File: src/rtl/flopenr_pkg.sv
// flopenr_pkg: shared definitions for the byte-lane enable/reset register family.
//   BYTE_W - width of one write-strobe lane in bits
//   lanes  - number of byte lanes in a register of the given width
//   word_t - native 32-bit datapath word
package flopenr_pkg;

  localparam int unsigned BYTE_W = 8;

  typedef logic [31:0] word_t;

  function automatic int unsigned lanes(input int unsigned width);
    return width / BYTE_W;
  endfunction

endpackage

File: src/rtl/flopenr_lane.sv
// flopenr_lane: one 8-bit byte lane with synchronous active-low reset and load enable.
// Ports:
//   clk - clock, rising edge
//   rst - synchronous reset, active-low; loads RESET_VAL
//   en  - lane load enable, active-high
//   d   - lane data in
//   q   - lane data out (registered)
module flopenr_lane
  import flopenr_pkg::*;
#(
  parameter logic [BYTE_W-1:0] RESET_VAL = '0
) (
  input  logic              clk,
  input  logic              rst,
  input  logic              en,
  input  logic [BYTE_W-1:0] d,
  output logic [BYTE_W-1:0] q
);

  // Mux form rather than if(en) so an unknown enable shows up on q instead
  // of silently holding.
  always_ff @(posedge clk) begin
    if (!rst) begin
      q <= RESET_VAL;
    end else begin
      q <= en ? d : q;
    end
  end

endmodule

File: src/rtl/flopenr32_reg.sv
// flopenr32_reg: WIDTH-bit data register with synchronous active-low reset,
// load enable and per-byte write strobes. Output is purely registered.
// Ports:
//   clk    - clock, all state changes on rising edge
//   rst    - synchronous reset, active-low; q <= RESET_VAL, loaded <= 0
//   clr    - (only with FLOPENR32_CLEAR_EN) synchronous clear, active-high;
//            same effect as reset, lower priority than rst, higher than en
//   en     - load enable, active-high
//   be     - byte-lane write strobes; be[i] gates d[8i+7:8i]
//   d      - data to load
//   q      - registered data
//   loaded - set once any byte has been written since the last reset/clear
// Build option: define FLOPENR32_CLEAR_EN to add the clr input.
module flopenr32_reg
  import flopenr_pkg::*;
#(
  parameter int unsigned      WIDTH     = 32,
  parameter logic [WIDTH-1:0] RESET_VAL = '0
) (
  input  logic               clk,
  input  logic               rst,
`ifdef FLOPENR32_CLEAR_EN
  input  logic               clr,
`endif
  input  logic               en,
  input  logic [WIDTH/8-1:0] be,
  input  logic [WIDTH-1:0]   d,
  output logic [WIDTH-1:0]   q,
  output logic               loaded
);

  localparam int unsigned NLANES = lanes(WIDTH);

  // Reset and clear have identical effect, so they fold into one
  // active-low lane reset; rst still wins because either forces reset.
  logic lane_rst;

`ifdef FLOPENR32_CLEAR_EN
  assign lane_rst = rst & ~clr;
`else
  assign lane_rst = rst;
`endif

  for (genvar i = 0; i < NLANES; i++) begin : g_lane
    flopenr_lane #(
      .RESET_VAL (RESET_VAL[i*BYTE_W +: BYTE_W])
    ) u_lane (
      .clk (clk),
      .rst (lane_rst),
      .en  (en & be[i]),
      .d   (d[i*BYTE_W +: BYTE_W]),
      .q   (q[i*BYTE_W +: BYTE_W])
    );
  end

  always_ff @(posedge clk) begin
    if (!lane_rst) begin
      loaded <= 1'b0;
    end else begin
      loaded <= loaded | (en & (|be));
    end
  end

endmodule

File: config.mk
export PLATFORM = sky130hd
export DESIGN_NAME = flopenr32_reg
export DESIGN_NICKNAME = d
export VERILOG_FILES = /design/src/rtl/flopenr_pkg.sv /design/src/rtl/flopenr_lane.sv /design/src/rtl/flopenr32_reg.sv
export SDC_FILE = /design/constraint.sdc
export NUM_CORES = 1
export LEC_CHECK = 0
export ABC_AREA = 1
export CAP_MARGIN = 20
export CELL_PAD_IN_SITES_DETAIL_PLACEMENT = 0
export CELL_PAD_IN_SITES_GLOBAL_PLACEMENT = 1
export CORE_MARGIN = 3
export CORE_UTILIZATION = 26
export DETAILED_ROUTE_END_ITERATION = 6
export PLACE_DENSITY_LB_ADDON = 0.3
export SLEW_MARGIN = 25
export SYNTH_ARGS = -nofsm -noshare
export SYNTH_HDL_FRONTEND = slang
export SYNTH_SLANG_ARGS = --single-unit
File: constraint.sdc
create_clock -name clk -period 1.79 [get_ports clk]
set_clock_uncertainty 0.2 [all_clocks]
set_input_delay 0.537 -clock clk [delete_from_list [all_inputs] [get_ports clk]]
set_output_delay 0.537 -clock clk [all_outputs]
set_load 0.02 [all_outputs]
==> impl_metrics.csv <==
group,metric,value,unit
cts,cts_max_level,2,
timing,slew_viol_final,0,
cells_and_area,layout-drive-gt1-share,7.49,%
logic_synthesis,synth_cells,147,
drt,drc,0,
drt,drtIter0Drc,80,
logic_synthesis,yosys-top-cells-area,"dfxtp_1 (58%), nor2_1 (22%), o21ai_0 (14%)",
logic_synthesis,ys_seq_elements,33,
cts,cts.sinks,33,
timing,worst_pin_slew,261,ps
cells_and_area,multi_input_area,443,µm²
min_path,hold_start,"loaded",
cells_and_area,final_area,2030,µm²
timing,max-slew-margin-rel,82.6,%
cells_and_area,area_growth,78.6,%
global_route,grt_pass1_vias,1100,
cells_and_area,regArea,661,µm²
logic_synthesis,synth_largest_area_cell,"dfxtp_1",
global_route,grt_util_met3,6.93,%
logic_synthesis,post_synth_xor_area_fraction,0,%
power_and_ir_drop,swShare,25.4,%
timing,fin_crit_sh,94.6,%
cts,cts_buffer_depth,2,
logic_synthesis,synth_warnings,0,
power_and_ir_drop,internal-power,1.30,mW
global_route,met2_usage,17.5,%
place,io_buffers,71,
timing,max_freq,590,MHz
place,gp_congestion,0.664,
floorplanning,num_rows,23,
floorplanning,ios,72,
global_route,grt_busiest_layer,"met1",
cells_and_area,fin_util,49.3,%
logic_synthesis,muxShareOfSynthArea,0,%
power_and_ir_drop,pwr-share-clk,34.8,%
power_and_ir_drop,finalPower,1.74,mW
floorplanning,die_h,72.1,µm
logic_synthesis,seq_area_frac_synth,58.2,%
floorplanning,start_util,27.6,%
floorplanning,core,4120,µm²
logic_synthesis,synth_top_area_share,58.2,%
place,place_hpwl,2310,µm
cells_and_area,nFillCells,444,
logic_synthesis,syn_avg_cell_area,7.72,µm²
power_and_ir_drop,combPwrFrac,18.8,%
timing,period_minus_slack,1690,ps
cts,cts-buffers-inserted,5,
critical_path,crit_type,"reg -> out",
logic_synthesis,synth_compound_area_share,14.6,%
cts,cts_root_buf,"clkbuf_8",
logic_synthesis,yosys.area_share.adder,0,%
global_route,antenna_found_initial,0,
logic_synthesis,synthesis.area,1130,µm²
cts,cts_tree,"yes",
timing,rsz0062_at_grt,"no",
cts,clk_pin_slew,70,ps
drt,ant_nets,0,
critical_path,cpPeakStageDelay,340,ps
power_and_ir_drop,switching_power,441,µW
logic_synthesis,syn_nets,186,
drt,first_pass_iters,4,
status,status,"finished, final reports clean",
timing,setup_violations,0,
global_route,grt_first_pass_wirelength,5160,µm
min_path,worstHoldPathType,"reg -> reg",
critical_path,r2r-start,"g_lane[2].u_lane.q[2]",
power_and_ir_drop,cellPowerDensity,858,nW/µm²
timing,hold_violations,0,
critical_path,crit_path_max_fanout,2,
drt,wl,3200,µm
drt,vias,1179,
critical_path,critical-path-slowest-cell,"dfxtp_1",
power_and_ir_drop,pwr-share-seq,46.4,%
place,place_area,1960,µm²
logic_synthesis,synth.distinct_cells,9,
critical_path,cp-startpoint,"g_lane[3].u_lane.q[2]",
cts,post-cts-setup-buffers,0,
global_route,grt_max_degree,34,
critical_path,worst_ep_required_time,1050,ps
logic_synthesis,synth_top_family_by_area,"simple AND/OR/NAND/NOR gates",
drt,avgViaCountPerCell,4.26,
timing,holdWs,243,ps
critical_path,path_cells,"dlygate4sd2_1",
logic_synthesis,synthSimpleGateAreaFrac,24.3,%
critical_path,crit_buf_inv,1,
floorplanning,dieArea,5190,µm²
cts,insertion_delay,270,ps
global_route,use_met1,17.5,%
global_route,track_usage,12.8,%
run,drv_cap,0,
cells_and_area,nNetsFinal,265,
timing,tns,0,ps
critical_path,endpoint_kind,"output port",
critical_path,critPathTopFamily,"flip-flops",
cts,hold_buffers,0,
power_and_ir_drop,leakagePower,0.950,nW
global_route,overflow,0,
floorplanning,die_x,72.1,µm
cells_and_area,n_antenna_cell,0,
drt,wire_per_inst,11.6,µm
critical_path,startpoint_type,"flop",
power_and_ir_drop,peakVddDrop,0.640,mV
critical_path,worst_ep_arrival_time,960,ps
-- synthesized netlist by cell type --
cell type	n
a21oi_1	1
clkbuf_1	3
dfxtp_1	33
inv_1	4
inv_2	2
nand2_1	4
nand2_2	2
nor2_1	66
o21ai_0	32
-- layout by cell type, fill, tap and decap left out, drive strengths merged --
master,netlist,routed
dfxtp,33,33
o21ai,32,32
dlygate4sd2,0,33
nor2,66,66
inv,6,6
clkdlybuf4s50,0,38
buf,0,4
a21oi,1,1
clkbuf,3,7
clkinv,0,1
nand2,6,6
-- power groups by stage --
stage               registers [mW]  clock network [mW]  logic (mW)
finish                       0.806               0.605       0.327
global route                 0.812               0.674       0.361
CTS                          0.807               0.627       0.331
detailed placement           0.826                   0       0.363
global placement             0.824                   0       0.363
floorplan                    0.884                   0      0.0857
-- flip-flops by register name, summed over array words and instances, names as in the netlist --
| signal | flops |
|---|---|
| g_lane.u_lane.q | 32 |
| loaded | 1 |
-- cell families after synthesis --
family,after synthesis
DFF,33
and+or+nand+nor,72
buffers and inverters,9
AOI/OAI and AO/OA,33
-- metrics by stage --
stage / setup WS, ps / cells
floorplan: 573 / 147
global placement: -175 / 269
detailed placement: -208 / 269
CTS: 69.0 / 277
global route: 11.8 / 277
finish: 96.1 / 277
-- metal layers --
layer	vias to the layer above	wire, µm	part of all wire (%)
met4	0	10	0.31
met1	502	1590	50
met3	2	340	11
li1	624	-	-
met2	51	1260	39
met5	-	0	0
-- worst paths after layout --
path,depth (start not counted),to,slack [ps]
max,1,q[26],100
min,2,loaded,240
max reg2reg,2,g_lane[2].u_lane.q[2],1010
min reg2reg,2,loaded,240
-- final cells by class --
| type | count | share of cell area [%] |
|---|---|---|
| Multi-Input combinational cell | 105 | 21.9 |
| Inverter | 6 | 1.11 |
| Timing Repair Buffer | 75 | 36.4 |
| Tap cell | 50 | 3.09 |
| Clock buffer | 7 | 4.75 |
| Clock inverter | 1 | 0.247 |
| Sequential cell | 33 | 32.6 |
-- repair_timing --
item | 4_1_cts | 5_1_grt
endpoints found under the setup margin | 33 | 4
pin swaps | 0 | 0
gates resized for setup | 33 | 1
Note: power is estimated with default switching activity, not from simulation.
